<file path="src/rtl/mby_msh_row_rd_req_inj.sv">
// Mesh row read-request injector: request FIFO, per-column credit flow control, rolling IDs.
// Optional stall counter output enabled by `define MBY_MSH_RD_INJ_STALL_CNT_EN.
module mby_msh_row_rd_req_inj #(
    parameter int FIFO_DEPTH = 4,
    parameter int CRDT_MAX   = 4,
    parameter int CRDT_W     = $clog2(CRDT_MAX + 1)
) (
    input  logic        cclk,
    input  logic        rst,
    input  logic [2:0]  i_mpg_col,
    input  logic        i_req_vld,
    output logic        o_req_rdy,
    input  logic [2:0]  i_req_node_col,
    input  logic [3:0]  i_req_node_row,
    input  logic [19:0] i_req_mem_addr,
    input  logic        i_req_sema_vld,
    input  logic        i_req_sema_val,
    output logic [48:0] o_row_rd_req,
    input  logic [7:0]  i_crdt_rtn,
    output logic        o_crdt_err,
    output logic        o_idle
`ifdef MBY_MSH_RD_INJ_STALL_CNT_EN
    ,
    output logic [15:0] o_stall_cnt
`endif
);
    localparam int AW = $clog2(FIFO_DEPTH);
    localparam logic [CRDT_W-1:0] CMAX = CRDT_W'(CRDT_MAX);

    typedef struct packed {
        logic [2:0]  node_col;
        logic [3:0]  node_row;
        logic [19:0] mem_addr;
        logic        sema_vld;
        logic        sema_val;
    } entry_t;

    // Returns {overflow, next}; a return at the ceiling saturates and flags overflow.
    function automatic logic [CRDT_W:0] crdt_upd(input logic [CRDT_W-1:0] cur,
                                                 input logic inc, input logic dec);
        logic [CRDT_W:0] r;
        r = {1'b0, cur};
        if (inc && !dec) begin
            if (cur == CMAX) r = {1'b1, cur};
            else             r = {1'b0, cur + 1'b1};
        end else if (dec && !inc) begin
            r = {1'b0, cur - 1'b1};
        end
        return r;
    endfunction

    entry_t            mem [FIFO_DEPTH];
    logic [AW:0]       wr_ptr, rd_ptr;
    logic [CRDT_W-1:0] crdt [8];
    logic [CRDT_W-1:0] crdt_nxt [8];
    logic              ovf;
    logic [15:0]       id_cnt;
    logic [48:0]       row_rd_req;
    logic              full, empty, push, pop, all_full;
    entry_t            head, entry_in;

    assign empty    = (wr_ptr == rd_ptr);
    assign full     = (wr_ptr[AW] != rd_ptr[AW]) && (wr_ptr[AW-1:0] == rd_ptr[AW-1:0]);
    assign head     = mem[rd_ptr[AW-1:0]];
    assign push     = i_req_vld && !full;
    assign pop      = !empty && (crdt[head.node_col] != '0);
    assign entry_in = '{i_req_node_col, i_req_node_row, i_req_mem_addr,
                        i_req_sema_vld, i_req_sema_val};

    assign o_req_rdy    = !full;
    assign o_row_rd_req = row_rd_req;
    assign o_idle       = empty && all_full;

    always_comb begin
        logic [CRDT_W:0] u;
        ovf      = 1'b0;
        all_full = 1'b1;
        for (int c = 0; c < 8; c++) begin
            u           = crdt_upd(crdt[c], i_crdt_rtn[c], pop && (head.node_col == 3'(c)));
            crdt_nxt[c] = u[CRDT_W-1:0];
            ovf         = ovf | u[CRDT_W];
            all_full    = all_full & (crdt[c] == CMAX);
        end
    end

    // Storage is data-only; validity is carried by the pointers.
    always_ff @(posedge cclk) begin
        if (push) mem[wr_ptr[AW-1:0]] <= entry_in;
    end

    always_ff @(posedge cclk or posedge rst) begin
        if (rst) begin
            wr_ptr     <= '0;
            rd_ptr     <= '0;
            id_cnt     <= '0;
            o_crdt_err <= 1'b0;
            row_rd_req <= '0;
            for (int c = 0; c < 8; c++) crdt[c] <= CMAX;
        end else begin
            if (push) wr_ptr <= wr_ptr + 1'b1;
            if (ovf)  o_crdt_err <= 1'b1;
            for (int c = 0; c < 8; c++) crdt[c] <= crdt_nxt[c];
            if (pop) begin
                rd_ptr     <= rd_ptr + 1'b1;
                id_cnt     <= id_cnt + 16'd1;
                row_rd_req <= {1'b1, id_cnt, i_mpg_col, head.node_col, head.node_row,
                               head.mem_addr, head.sema_vld, head.sema_val};
            end else begin
                row_rd_req[48] <= 1'b0;
            end
        end
    end

`ifdef MBY_MSH_RD_INJ_STALL_CNT_EN
    // Counts cycles where a queued head is blocked purely by missing credit.
    always_ff @(posedge cclk or posedge rst) begin
        if (rst)
            o_stall_cnt <= '0;
        else if (!empty && (crdt[head.node_col] == '0) && (o_stall_cnt != 16'hFFFF))
            o_stall_cnt <= o_stall_cnt + 16'd1;
    end
`endif

endmodule

</file>
<file path="config.mk">
export PLATFORM = sky130hd
export DESIGN_NAME = mby_msh_row_rd_req_inj
export DESIGN_NICKNAME = d
export VERILOG_FILES = /design/src/rtl/mby_msh_row_rd_req_inj.sv
export SDC_FILE = /design/constraint.sdc
export NUM_CORES = 1
export LEC_CHECK = 0
export CAP_MARGIN = 20
export CORE_MARGIN = 2
export CORE_UTILIZATION = 57
export DETAILED_ROUTE_END_ITERATION = 6
export GPL_TIMING_DRIVEN = 0
export PLACE_DENSITY = 0.87
export SLEW_MARGIN = 20
export SYNTH_ARGS = -nofsm -noshare
export SYNTH_HDL_FRONTEND = slang
export SYNTH_SLANG_ARGS = --single-unit
export TNS_END_PERCENT = 50
</file>
<file path="constraint.sdc">
create_clock -name cclk -period 3.75 [get_ports cclk]
set_input_delay 0.5625 -clock cclk [delete_from_list [all_inputs] [get_ports cclk]]
set_output_delay 0.5625 -clock cclk [all_outputs]
set_load 0.01 [all_outputs]
</file>
==> summary.txt, run 1 <==
Setup path
  – CP startpoint kind: register
  – R2R Setup Slk: 0.77 ns
  – CP Data Required Time: 3.19 ns
  – Reg2reg path depth: 14
  – Endpoint type of the worst setup path: output pin
  – Crit path DAT: between 2 and 3 ns
  – Critical path class: reg -> out
  – Critical R2R Capture: o_row_rd_req[18]
  – Reg2reg start: rd_ptr[0]
  – Worst-path fanout max: 5
  – Critical path startpoint: crdt[16]

CTS
  – Hold buffers post-CTS: 0
  – Root Buffer: clkbuf_16
  – Max clock buf depth: 3
  – H-tree levels: 1
  – TritonCTS buffer count: 22
  – Worst-path clk slew: 0.06 ns
  – CTS tree: done
  – Worst skew pair latency: 0.52 ns
  – Setup Buffers After CTS: 0
  – Num Clock Sinks: 212
  – # resized after CTS: 0

Run
  – Max Cap Viol: 0

Synthesis
  – Synth Warn #: 0
  – Synth area leader: edfxtp_1
  – Synth unique cells: 56
  – Post-synthesis register bit count: 212
  – Asr flop ratio synth: 45.3%
  – Seq/Total Area, Yosys: a little over three fifths
  – Post-Syn Instances: 715
  – Syn avg cell area: 13.1 um2
  – Post-synth EDFFs: 116
  – Area contributors post-synth: edfxtp_1 (37%), dfrtp_1 (23%), mux4_2 (7.2%)
  – Share of the synthesized area in the top cell type: 37.1%
  – Post-synthesis instance area: 0.00939 mm2
  – Post-synth net total: approximately 800
  – Synth Flop Type: edfxtp_1

Floorplan
  – Horiz. Die Dim: around 130 um
  – Die height: 132 um
  – Core area: 0.0160 mm2
  – FP Rows: 46
  – DIE AREA: 0.0175 mm2
  – # IOs: 95
  – Initial Utilization: around 59%

Drt
  – Vias: 6,029
  – Residual DRC count: 0
  – Routed WL per cell: 18.8 um
  – Vias per cell: between 5 and 6
  – Post-detailed-routing wire length: 20,000 um
  – DRT Pass-1 Iters: 5
  – Initial DRC Count: 408
  – Post-route ant nets: 0

Cells and area
  – Fraction of layout cells with a size suffix above 1: 12.6%
  – Final net count: just over 900
  – Fin area: 0.0114 mm2
  – Inserted Diodes: 0
  – Fill cells: 1,106
  – Area added between synthesis and finish: 21.8%
  – Commonest non-fill, non-tap cell in the layout: nand2_1
  – Final non-filler cell total: between 1,000 and 1,500
  – Most frequent cells in the layout: nand2_1 (179), edfxtp_1 (116), clkdlybuf4s50_1 (91), dfrtp_1 (88)

Power and ir drop
  – Final Total Pwr: 11.0 mW
  – Worst vdd ir: between 0.5 and 0.6 mV
  – Power per Cell Area: a little under 1000 mW/mm2
  – Leakage: 4.69 nW

STA
  – Minimum clock period: 3.10 ns
  – Final Hold Violating Endpoints: 0
  – # setup viols final: 0
  – Slew margin rel.: 38.6%
  – F_max: 322 MHz
  – Least-Margin Pin Slew: about 0.9 ns
  – Layout Skew: approximately 0.017 ns
  – Fin. max-slew vios: 0
  – RSZ-0062 raised after global routing: no
  – Tcrit/Tclk final: roughly 83%

Global routing
  – Pin count of the biggest net entering global routing: about 50
  – Initial antenna violation count: 0
  – Total track usage: 23.8%
  – Vias in the first global route: 6,364
  – Total global routing overflow: 0
  – First-pass GRT wire length: 33,100 um

Placement
  – Dpl hpwl: 12,800 um
  – Area post-placement: around 0.011 mm2
  – Cell count after placement: 1,027
  – Port buffer count: 91
  – Final GP Congestion: ~0.85

Hold path
  – Hold Crit Class: in -> async

Run status
  – Status: finished, final reports clean
==> metal layers <==
layer,share of wire (%),vias to the layer above,global-route usage (%)
met5,0,-,0
met4,2.0,0,5.85
met3,5.5,35,4.50
met2,51,184,41.5
met1,41,3004,30.9
li1,-,2806,-
==> power breakdown <==
group / internal [mW] / leakage, nW / switching [mW]
Sequential: 3.31 / 2.23 / 0.469
Clock: 1.30 / 0.359 / 0.887
Combinational: 2.23 / 2.10 / 2.85
==> worst max-delay path: stages, from the launching register on <==
cell	delay [ns]
dfrtp_1	0.40
inv_1	0.13
ha_1	0.19
nand2_1	0.14
nor4_1	0.39
and3_1	0.24
clkdlybuf4s50_1	0.54
==> cell type report <==
type	instances	area, um2	area share, %
clock buffer	29	617	5.39
multi-input combinational	443	3160	27.6
timing repair buffer	96	1030	8.97
sequential	212	5900	51.6
inverter	29	114	0.996
buffer	31	229	2.00
tap	216	270	2.36
clock inverter	11	126	1.11
==> synthesized netlist by cell type (3+ instances only) <==
| cell | count |
|---|---|
| nand2_1 | 179 |
| edfxtp_1 | 116 |
| dfrtp_1 | 88 |
| ha_1 | 30 |
| mux4_2 | 30 |
| inv_1 | 28 |
| xnor2_1 | 20 |
| nor2_1 | 19 |
| buf_6 | 14 |
| nand4_1 | 13 |
| nor3_1 | 13 |
| xor2_1 | 13 |
| mux2i_1 | 12 |
| o21ai_0 | 12 |
| and3_1 | 11 |
| clkbuf_1 | 11 |
| a21oi_1 | 10 |
| dfstp_2 | 8 |
| nand3_1 | 8 |
| nand2b_1 | 7 |
| buf_2 | 6 |
| o211ai_1 | 6 |
| or3_1 | 5 |
| a311oi_1 | 4 |
| a41o_1 | 4 |
| and2_1 | 4 |
| nor2b_1 | 4 |
| a211oi_1 | 3 |
| nor3b_1 | 3 |
| nor4_1 | 3 |
| o22a_1 | 3 |
==> state kept, by name, indices dropped and copies added, names as in the netlist <==
signal / cells
crdt: 24
id_cnt: 16
o_row_rd_req: 49
mem: 116
rd_ptr: 3
wr_ptr: 3
o_crdt_err: 1
==> cells by family after synthesis <==
family | after synthesis | synth area share (%)
AND/OR/NAND/NOR | 281 | 13.6
flip-flops | 212 | 62.8
buffers and inverters | 60 | 3.60
AO/OA/AOI/OAI | 56 | 4.29
multiplexers | 43 | 8.60
XOR/XNOR | 33 | 3.08
adder cells (fa/ha/maj) | 30 | 4.00
==> metrics by stage <==
| step | hold WS (ns) | utilization [%] | setup WS (ns) | setup TNS, ns |
|---|---|---|---|---|
| 3_5_place_dp | 0.462 | 66.8 | 0.751 | 0 |
| 5_1_grt | 0.471 | 71.5 | 0.543 | 0 |
| 3_3_place_gp | 0.458 | 66.0 | -0.988 | -86.37 |
| 2_1_floorplan | 0.441 | - | 0.695 | 0 |
| 6_report | 0.457 | 71.5 | 0.647 | 0 |
| 4_1_cts | 0.440 | 71.5 | 0.677 | 0 |
==> worst max path at each step <==
stage,end,slack [ns],depth (start not counted)
after global routing,o_idle,0.54,6
after floorplan,crdt[0],0.70,1
after CTS,o_idle,0.68,6
final,o_idle,0.65,6
after detailed placement,o_row_rd_req[18],0.75,14
after global placement,o_row_rd_req[20],-0.99,2
Power figures use the tool's default switching activity.
==> run 2: changes to the inputs <==
==> constraint.sdc (replaced) <==
create_clock -name cclk -period 3.1 [get_ports cclk]
set_input_delay 0.465 -clock cclk [delete_from_list [all_inputs] [get_ports cclk]]
set_output_delay 0.465 -clock cclk [all_outputs]
set_load 0.01 [all_outputs]
==> summary.txt, run 2 (synthesized netlist as in run 1, its figures left out) <==
Cells and area
  – Area occupied by multi-input gates: 0.00317 mm2 (+0.44%)
  – Area added between synthesis and finish: 22.1%
  – Fraction of layout cells with a size suffix above 1: 13.0% (+0.44 points)
  – Commonest non-fill, non-tap cell in the layout: nand2_1
  – Register area: 0.00590 mm2 (unchanged)
  – Fill cells: 1,099 (-0.63%)
  – Max reg flops: 116 (unchanged)
  – Final net count: 910 (+0.22%)
  – Inserted Diodes: 0 (unchanged)
  – Most frequent cells in the layout: nand2_1 (179), edfxtp_1 (116), clkdlybuf4s50_1 (91), dfrtp_1 (88)

CTS
  – Max clock buf depth: 3 (unchanged)
  – H-tree levels: 1 (unchanged)
  – CTS tree: done
  – TritonCTS buffer count: 22 (unchanged)
  – Worst skew pair latency: 0.52 ns (about the same)
  – Root Buffer: clkbuf_16
  – Num Clock Sinks: 212 (unchanged)
  – Hold buffers post-CTS: 0 (unchanged)
  – Worst-path clk slew: 0.06 ns (about the same)

Global routing
  – Total track usage: 23.8% (unchanged)
  – Pin count of the biggest net entering global routing: 51 (unchanged)
  – Total global routing overflow: 0 (unchanged)
  – Top Usage Layer GRT: met2
  – Met2 usage: 41.5% (unchanged)
  – Routing usage on met3: 4.50% (unchanged)
  – Met1 GRT Util: 30.9% (unchanged)
  – Initial antenna violation count: 0 (unchanged)
  – Vias in the first global route: 6,364 (unchanged)
  – First-pass GRT wire length: 33,100 um (unchanged)

Drt
  – Vias per cell: 5.65 (about the same)
  – Post-route ant nets: 0 (unchanged)
  – Initial DRC Count: 401 (-1.7%)
  – Post-detailed-routing wire length: 20,000 um (about the same)
  – Routed WL per cell: 18.7 um (-0.16%)
  – DRT Pass-1 Iters: 5 (unchanged)
  – Residual DRC count: 0 (unchanged)
  – Vias: 6,035 (+0.10%)

Floorplan
  – Core area: 0.0160 mm2 (unchanged)
  – DIE AREA: 0.0175 mm2 (unchanged)
  – Initial Utilization: 58.7% (unchanged)
  – # IOs: 95 (unchanged)
  – FP Rows: 46 (unchanged)
  – Horiz. Die Dim: 132 um (unchanged)
  – Die height: 132 um (unchanged)

Placement
  – Dpl hpwl: 12,800 um (unchanged)
  – Pre-CTS setup slack: 0.101 ns (-0.650 ns)
  – Final GP Congestion: 0.852 (unchanged)
  – Port buffer count: 91 (unchanged)

Power and ir drop
  – Final Total Pwr: 13.4 mW (+22%)
  – Worst vdd ir: 0.621 mV (+21%)
  – Leakage: 4.70 nW (+0.25%)
  – Power per Cell Area: 1170 mW/mm2 (+21%)

Setup path
  – Endpoint type of the worst setup path: register
  – R2R Setup Slk: 0.12 ns (-0.65 ns)
  – Critical path class: reg -> reg
  – Worst-path fanout max: 8 (+3)
  – Crit path DAT: 3.36 ns (+0.82 ns)
  – CP Data Required Time: 3.48 ns (+0.29 ns)
  – CP startpoint kind: register

Hold path
  – Hold Crit Class: in -> async

STA
  – Fin. max-slew vios: 0 (unchanged)
  – # setup viols final: 0 (unchanged)
  – Minimum clock period: 2.98 ns
  – Least-Margin Pin Slew: 0.892 ns (-0.0293 ns)
  – Tcrit/Tclk final: 96.0%
  – Final WS setup: 0.123 ns (-0.524 ns)
  – Layout Skew: 0.0175 ns (+0.000447 ns)
  – Slew margin rel.: 40.5% (+2.0 points)
  – RSZ-0062 raised after global routing: no
  – Final Hold Violating Endpoints: 0 (unchanged)
  – F_max: approximately 340 MHz

Run
  – Max Cap Viol: 0 (unchanged)

Run status
  – Status: finished, final reports clean
## run 2: cell count changes in the layout (fill, tap and decap cells not counted), sizes merged
cell  before  now
buf       25   27
## run 2: stage by stage
stage	util (%)	cells	TNS, ns	area [um2]	hold WS, ns
after global routing	71.7	1069	0	11500	0.374
after global placement	66.0	1022	-139.11	10600	0.458
after detailed placement	66.8	1027	0	10700	0.462
after floorplan	-	715	0	9390	0.441
final	71.7	1069	0	11500	0.358
after CTS	71.5	1067	0	11400	0.343
## run 2: worst max-delay path, cell delays in order (launching register included)
cell	delay (ns)
dfrtp_1	0.36
buf_6	0.14
mux4_2	0.62
a31o_2	0.32
or3b_1	0.44
a41oi_1	0.25
and4_1	0.24
o221ai_1	0.12
a311o_1	0.34
## run 2: routing by layer
metal	vias to the layer above	share of wire, %
met5	-	0
met4	0	2.0
li1	2808	-
met3	33	5.4
met2	183	51
met1	3011	42
## run 2: repair_timing
item                       CTS  global route
setup endpoints to repair    0            40
resized for setup            0             2
setup buffers                0             2
## run 2: layout make-up
| type | instances | area share [%] |
|---|---|---|
| plain buffers | 31 | 2.00 |
| repair buffers | 98 | 9.08 |
| clock inverters | 11 | 1.10 |
| multi-input cells | 443 | 27.7 |
| inverters | 29 | 0.993 |
| flip-flops and latches | 212 | 51.4 |
| clock buffers | 29 | 5.38 |
| well taps | 216 | 2.36 |
## run 2: worst paths after layout
| path | start | endpoint | cells past startpoint |
|---|---|---|---|
| setup / recovery | rd_ptr[0] | o_crdt_err | 8 |
| hold / removal | rst | o_row_rd_req[42] | 2 |
| setup reg to reg | rd_ptr[0] | o_crdt_err | 8 |
| hold reg to reg | o_row_rd_req[39] | o_row_rd_req[39] | 2 |
| max in group asynchronous | rst | crdt[14] | 3 |
| min in group cclk | i_crdt_rtn[3] | crdt[13] | 2 |
## run 2: report_power, final
group          internal, mW  leakage (nW)  switching, mW
logic                  2.73          2.11           3.48
registers              4.00          2.23          0.563
clock network          1.57         0.359           1.07
total                  8.31          4.70           5.11
